--- src/rtl/sha3_pad_packer.sv ---
// Packs a raw AXI-Stream message into SHA3-padded rate blocks for the SHA3 core.
// Optional SHAKE domain select is enabled by defining SHA3_PAD_SHAKE_EN.
module sha3_pad_packer #(
  parameter  int DATA_WIDTH = 32,
  localparam int KEEP_W     = DATA_WIDTH / 8
) (
  input  logic                  ACLK,
  input  logic                  ARESETn,
  input  logic [DATA_WIDTH-1:0] s_tdata,
  input  logic [KEEP_W-1:0]     s_tkeep,
  input  logic [1:0]            s_tuser,
`ifdef SHA3_PAD_SHAKE_EN
  input  logic                  s_shake,
`endif
  input  logic                  s_tlast,
  input  logic                  s_tvalid,
  output logic                  s_tready,
  output logic [DATA_WIDTH-1:0] m_tdata,
  output logic [1:0]            m_tuser,
  output logic                  m_tlast,
  output logic                  m_tid,
  output logic                  m_tvalid,
  input  logic                  m_tready,
  output logic                  err
);

  localparam int CW = 8;

  typedef enum logic [1:0] {IDLE, MSG, PAD, FILL} state_t;

  state_t                state_reg, state_next;
  logic [CW-1:0]         wcnt_reg;
  logic [1:0]            variant_reg;
  logic [DATA_WIDTH-1:0] m_tdata_reg;
  logic [1:0]            m_tuser_reg;
  logic                  m_tlast_reg;
  logic                  m_tid_reg;
  logic                  m_tvalid_reg;
  logic                  err_reg;

  logic                  out_free;
  logic                  accept;
  logic [1:0]            cur_variant;
  logic [7:0]            domain;
  logic                  keep_full;
  logic                  keep_bad;
  logic [KEEP_W-1:0]     dom_mask;
  logic [DATA_WIDTH-1:0] part_word;
  logic                  block_end;
  logic                  load;
  logic                  tid_next;
  logic [DATA_WIDTH-1:0] word_next;

  function automatic logic [CW-1:0] rate_words(input logic [1:0] v);
    case (v)
      2'd0:    return CW'((1600 - 448) / DATA_WIDTH);
      2'd1:    return CW'((1600 - 512) / DATA_WIDTH);
      2'd2:    return CW'((1600 - 768) / DATA_WIDTH);
      default: return CW'((1600 - 1024) / DATA_WIDTH);
    endcase
  endfunction

  assign out_free    = !m_tvalid_reg | m_tready;
  assign s_tready    = ((state_reg == IDLE) || (state_reg == MSG)) && out_free;
  assign accept      = s_tvalid & s_tready;
  // The first beat of a message sees the new variant before it is latched.
  assign cur_variant = (state_reg == IDLE) ? s_tuser : variant_reg;
  assign block_end   = (wcnt_reg == rate_words(cur_variant) - CW'(1));

`ifdef SHA3_PAD_SHAKE_EN
  logic shake_reg;
  logic cur_shake;
  assign cur_shake = (state_reg == IDLE) ? s_shake : shake_reg;
  assign domain    = cur_shake ? 8'h1F : 8'h06;
`else
  assign domain    = 8'h06;
`endif

  assign keep_full = &s_tkeep;
  assign keep_bad  = ((s_tkeep & (s_tkeep + KEEP_W'(1))) != '0) || (!s_tlast && !keep_full);
  // One-hot position of the first disabled byte above the kept run.
  assign dom_mask  = ((s_tkeep << 1) | KEEP_W'(1)) & ~s_tkeep;

  genvar gi;
  generate
    for (gi = 0; gi < KEEP_W; gi++) begin : g_lane
      assign part_word[8*gi +: 8] = s_tkeep[gi]  ? s_tdata[8*gi +: 8] :
                                    dom_mask[gi] ? domain : 8'h00;
    end
  endgenerate

  always_comb begin
    state_next = state_reg;
    load       = 1'b0;
    tid_next   = 1'b0;
    word_next  = '0;
    case (state_reg)
      IDLE, MSG: begin
        if (accept) begin
          load       = 1'b1;
          word_next  = s_tdata;
          state_next = MSG;
          if (s_tlast) begin
            if (keep_bad || keep_full) begin
              state_next = PAD;
            end else begin
              word_next = part_word;
              if (block_end) begin
                word_next[DATA_WIDTH-1 -: 8] = part_word[DATA_WIDTH-1 -: 8] | 8'h80;
                tid_next   = 1'b1;
                state_next = IDLE;
              end else begin
                state_next = FILL;
              end
            end
          end
        end
      end
      PAD: begin
        if (out_free) begin
          load           = 1'b1;
          word_next[7:0] = domain;
          if (block_end) begin
            word_next[DATA_WIDTH-1 -: 8] = word_next[DATA_WIDTH-1 -: 8] | 8'h80;
            tid_next   = 1'b1;
            state_next = IDLE;
          end else begin
            state_next = FILL;
          end
        end
      end
      default: begin
        if (out_free) begin
          load = 1'b1;
          if (block_end) begin
            word_next[DATA_WIDTH-1 -: 8] = 8'h80;
            tid_next   = 1'b1;
            state_next = IDLE;
          end
        end
      end
    endcase
  end

  always_ff @(posedge ACLK) begin
    if (!ARESETn) begin
      state_reg    <= IDLE;
      wcnt_reg     <= '0;
      variant_reg  <= '0;
      m_tdata_reg  <= '0;
      m_tuser_reg  <= '0;
      m_tlast_reg  <= 1'b0;
      m_tid_reg    <= 1'b0;
      m_tvalid_reg <= 1'b0;
      err_reg      <= 1'b0;
`ifdef SHA3_PAD_SHAKE_EN
      shake_reg    <= 1'b0;
`endif
    end else begin
      state_reg <= state_next;
      if (accept && (state_reg == IDLE)) begin
        variant_reg <= s_tuser;
`ifdef SHA3_PAD_SHAKE_EN
        shake_reg   <= s_shake;
`endif
      end
      if (accept && keep_bad) begin
        err_reg <= 1'b1;
      end
      if (load) begin
        m_tdata_reg  <= word_next;
        m_tuser_reg  <= cur_variant;
        m_tlast_reg  <= block_end;
        m_tid_reg    <= tid_next;
        m_tvalid_reg <= 1'b1;
        wcnt_reg     <= block_end ? '0 : wcnt_reg + CW'(1);
      end else if (m_tready) begin
        m_tvalid_reg <= 1'b0;
      end
    end
  end

  assign m_tdata  = m_tdata_reg;
  assign m_tuser  = m_tuser_reg;
  assign m_tlast  = m_tlast_reg;
  assign m_tid    = m_tid_reg;
  assign m_tvalid = m_tvalid_reg;
  assign err      = err_reg;

endmodule

--- config.mk ---
export PLATFORM = sky130hd
export DESIGN_NAME = sha3_pad_packer
export DESIGN_NICKNAME = d
export VERILOG_FILES = /design/src/rtl/sha3_pad_packer.sv
export SDC_FILE = /design/constraint.sdc
export NUM_CORES = 1
export LEC_CHECK = 0
export ABC_AREA = 1
export BUFFER_PORTS_ARGS = -buffer_cell sky130_fd_sc_hd__buf_2
export CAP_MARGIN = 0
export CORE_ASPECT_RATIO = 0.9
export CORE_UTILIZATION = 52
export CTS_CLUSTER_DIAMETER = 60
export CTS_CLUSTER_SIZE = 30
export DETAILED_ROUTE_END_ITERATION = 10
export GPL_TIMING_DRIVEN = 1
export PLACE_DENSITY = 0.84
export SKIP_CTS_REPAIR_TIMING = 1
export SLEW_MARGIN = 20
export SYNTH_ARGS = -nofsm -noshare
export SYNTH_HDL_FRONTEND = slang
export SYNTH_SLANG_ARGS = --single-unit
--- constraint.sdc ---
create_clock -name ACLK -period 4.6 [get_ports ACLK]
set_clock_uncertainty 0.2 [all_clocks]
set_input_delay 0.92 -clock ACLK [delete_from_list [all_inputs] [get_ports ACLK]]
set_output_delay 0.92 -clock ACLK [all_outputs]
set_load 0.01 [all_outputs]
==> results.md <==
- Status: complete, but fails checks
- Failing checks: design-rule violations
- Worst setup margin: about 1800 ps
- TritonCTS clock tree: built
- Initial antenna violation count: 0
- Mean routed wirelength per cell: between 10 and 15 um
- Number of global-route vias before repair: approximately 1.9k
- Combinational Power Share: 0.246
- Nets: around 430
- Power Total: 0.00102 W
- First-pass GRT wire length: about 8 mm
- Crit share post-route: 0.619
- Sw Pwr: 0.000345 W
- Post-Syn Nets: ~350
- Clock sink count: 50
- GPL Wtd Cong: 0.885
- Worst setup EP type: flip-flop
- Post-DR vias/cell: roughly 5
- Ports: 82
- Placed cells: 424
- CP required: between 4000 and 5000 ps
- Post-route setup TNS: 0 ps
- Pint: 0.000679 W
- Root Buffer: clkbuf_8
- Crit path to: wcnt_reg[3]$_SDFFE_PN0P_
- Syn Inst Count: 302
- DIE HEIGHT: 63.8 um
- Register share of total power: 0.485
- Upper clock frequency limit: 351 MHz
- Reg2reg setup slack: 2110 ps
- Worst-margin pin slew: 968 ps
- CP Launch Point: m_tready
- DRC errors left: 8
- Syn avg cell area: 7.31 um2
- Unrepaired setup endpoints after global routing: false
- # setup viols final: 0
- First-pass DRT Iterations: 7
- Fin cells: 432
- Placement Rows: 22
- Switch share: 0.337
- Post-route ant nets: 0
- Max reg flops: 32
- Max-slew headroom: 0.351
- Reg2reg start: m_tvalid$_SDFFE_PN0P_
- Power Density: about 370 nW/um2
- Clock Path Buffers: 2
- Core footprint: 4070 um2
- All-Layer GR Usage: 0.222
- Fill count: approximately 370
- Static leakage: 1.31 nW
- Die area: 4510 um2
- Synth Register Bits: 50
- Capturing point of the worst reg2reg path: wcnt_reg[3]$_SDFFE_PN0P_
- Initial Utilization: 0.542
- Synth cell types: 28
- H-tree Lvls: 2
- Area Overhead vs Synth: 23.8%
- Routed via count: 2,178
- Crit path DAT: 2890 ps
- CP max FO: 25
- Hold Path Class: flip-flop to flip-flop
- Share of cells above drive strength 1: 0.299
- Antenna Cells: 0
- Cell Area, Synth: 2210 um2
- Final wirelength: 5.04 mm
- Die W: 70.7 um
- Peak supply drop: 0.000281 V
- Final Critical Period: 2850 ps
- Total of max-cap violations: 0
- Synth Warn #: 0
- Worst-Skew Late Latency: 310 ps
- Cts bufs inserted: 5
- Clock Pin Slew Worst Setup and Hold Paths: 100 ps
- Gr ovfl total: 0
- CP startpoint kind: input port
- Count of final max-slew check failures: 0
- WS Path Type: input port to flip-flop
- Sequential cell area fraction in the yosys report: 0.453
- Endpoints failing hold: 0
- Hold slack: 263 ps
- Initial DRC count: 133
- Hpwl dp: 3.68 mm
- Worst slack, placed: roughly 1400 ps
- Buffers on Ports: a little over 80
- Largest net degree at the start of global routing: 37
- Worst R2R Path Depth: 8
- Clk pwr share: 0.269
[cells by family (layout without fill, tap and decap cells)]
logic type      count (synthesis)  after routing  share of synthesized area
compound gates                 62             62                      0.147
fa+ha+maj                       1              1                    0.00566
buf+inv                        35            117                     0.0674
xor+xnor                        3              3                     0.0119
flops                          50             50                      0.453
simple gates                  151            151                      0.315
[worst min path at each step]
stage                                     start                           to  cells after the start
floorplan           variant_reg[0]$_SDFFE_PN0P_  variant_reg[0]$_SDFFE_PN0P_                      2
global placement    variant_reg[0]$_SDFFE_PN0P_  variant_reg[0]$_SDFFE_PN0P_                      2
detailed placement  variant_reg[0]$_SDFFE_PN0P_  variant_reg[0]$_SDFFE_PN0P_                      2
CTS                 variant_reg[0]$_SDFFE_PN0P_  variant_reg[0]$_SDFFE_PN0P_                      2
global route           m_tdata[30]$_SDFFE_PN0P_     m_tdata[30]$_SDFFE_PN0P_                      2
finish              variant_reg[0]$_SDFFE_PN0P_  variant_reg[0]$_SDFFE_PN0P_                      2
[cell usage after synthesis]
cell type	count	share of area
o21ai_0	16	0.036
nor2_4	5	0.025
buf_4	4	0.014
nand2_2	5	0.014
nand4_1	1	0.0028
nor3_4	1	0.0074
xor2_1	2	0.0079
inv_2	1	0.0017
nor3b_2	2	0.011
o21ai_2	1	0.0040
dfxtp_1	50	0.45
a21oi_2	2	0.0079
nor3_1	1	0.0023
nand2_1	97	0.16
clkinv_1	1	0.0017
inv_4	1	0.0028
o21ai_1	2	0.0045
o21bai_1	1	0.0034
nor2_2	7	0.020
ha_1	1	0.0057
and3_1	2	0.0057
clkbuf_1	4	0.0068
xnor2_1	1	0.0040
a21oi_1	40	0.091
nand3b_1	2	0.0068
inv_1	24	0.041
nor2_1	16	0.027
nand3_1	12	0.027
[per-stage QoR]
stage,instance area [um2],util
2_1_floorplan,2210,-
3_3_place_gp,2640,0.647
3_5_place_dp,2640,0.647
4_1_cts,2730,0.671
5_1_grt,2730,0.671
6_report,2730,0.671
[area by class of cell]
class | count | area (um2) | share of cell area
clock inverter | 3 | 28.8 | 0.0105
tap | 48 | 60.1 | 0.0220
multi-input combinational | 217 | 1060 | 0.387
inverter | 27 | 104 | 0.0380
clock buffer | 5 | 68.8 | 0.0252
sequential | 50 | 1000 | 0.366
timing repair buffer | 82 | 413 | 0.151
[power by group through the flow]
stage	clock network, W	logic [W]	registers (W)
3_3_place_gp	0	0.000245	0.000506
3_5_place_dp	0	0.000251	0.000506
6_report	0.000275	0.000252	0.000497
5_1_grt	0.000298	0.000282	0.000502
2_1_floorplan	0	0.000160	0.000518
4_1_cts	0.000277	0.000252	0.000497
[placed cells by master (no fill, tap or decap), types with 5 or more instances in the layout]
cell type,instances
nor2_4,5
dfxtp_1,50
nand2_1,97
nor2_1,16
a21oi_1,40
nand3_1,12
o21ai_0,16
clkbuf_8,5
buf_2,81
nor2_2,7
inv_1,24
nand2_2,5
[per-layer routing]
layer	part of all wire	global-route usage
met1	0.47	0.280
met2	0.46	0.365
met3	0.061	0.0710
met4	0.012	0.0650
met5	0	0
[critical path: stages]
cell	delay, ps
buf_2	100
nor2_2	260
nor3_4	100
nor2_2	740
inv_1	280
nand4_1	210
nand2_2	120
nor3b_2	160
(Power assumes the default switching activity.)
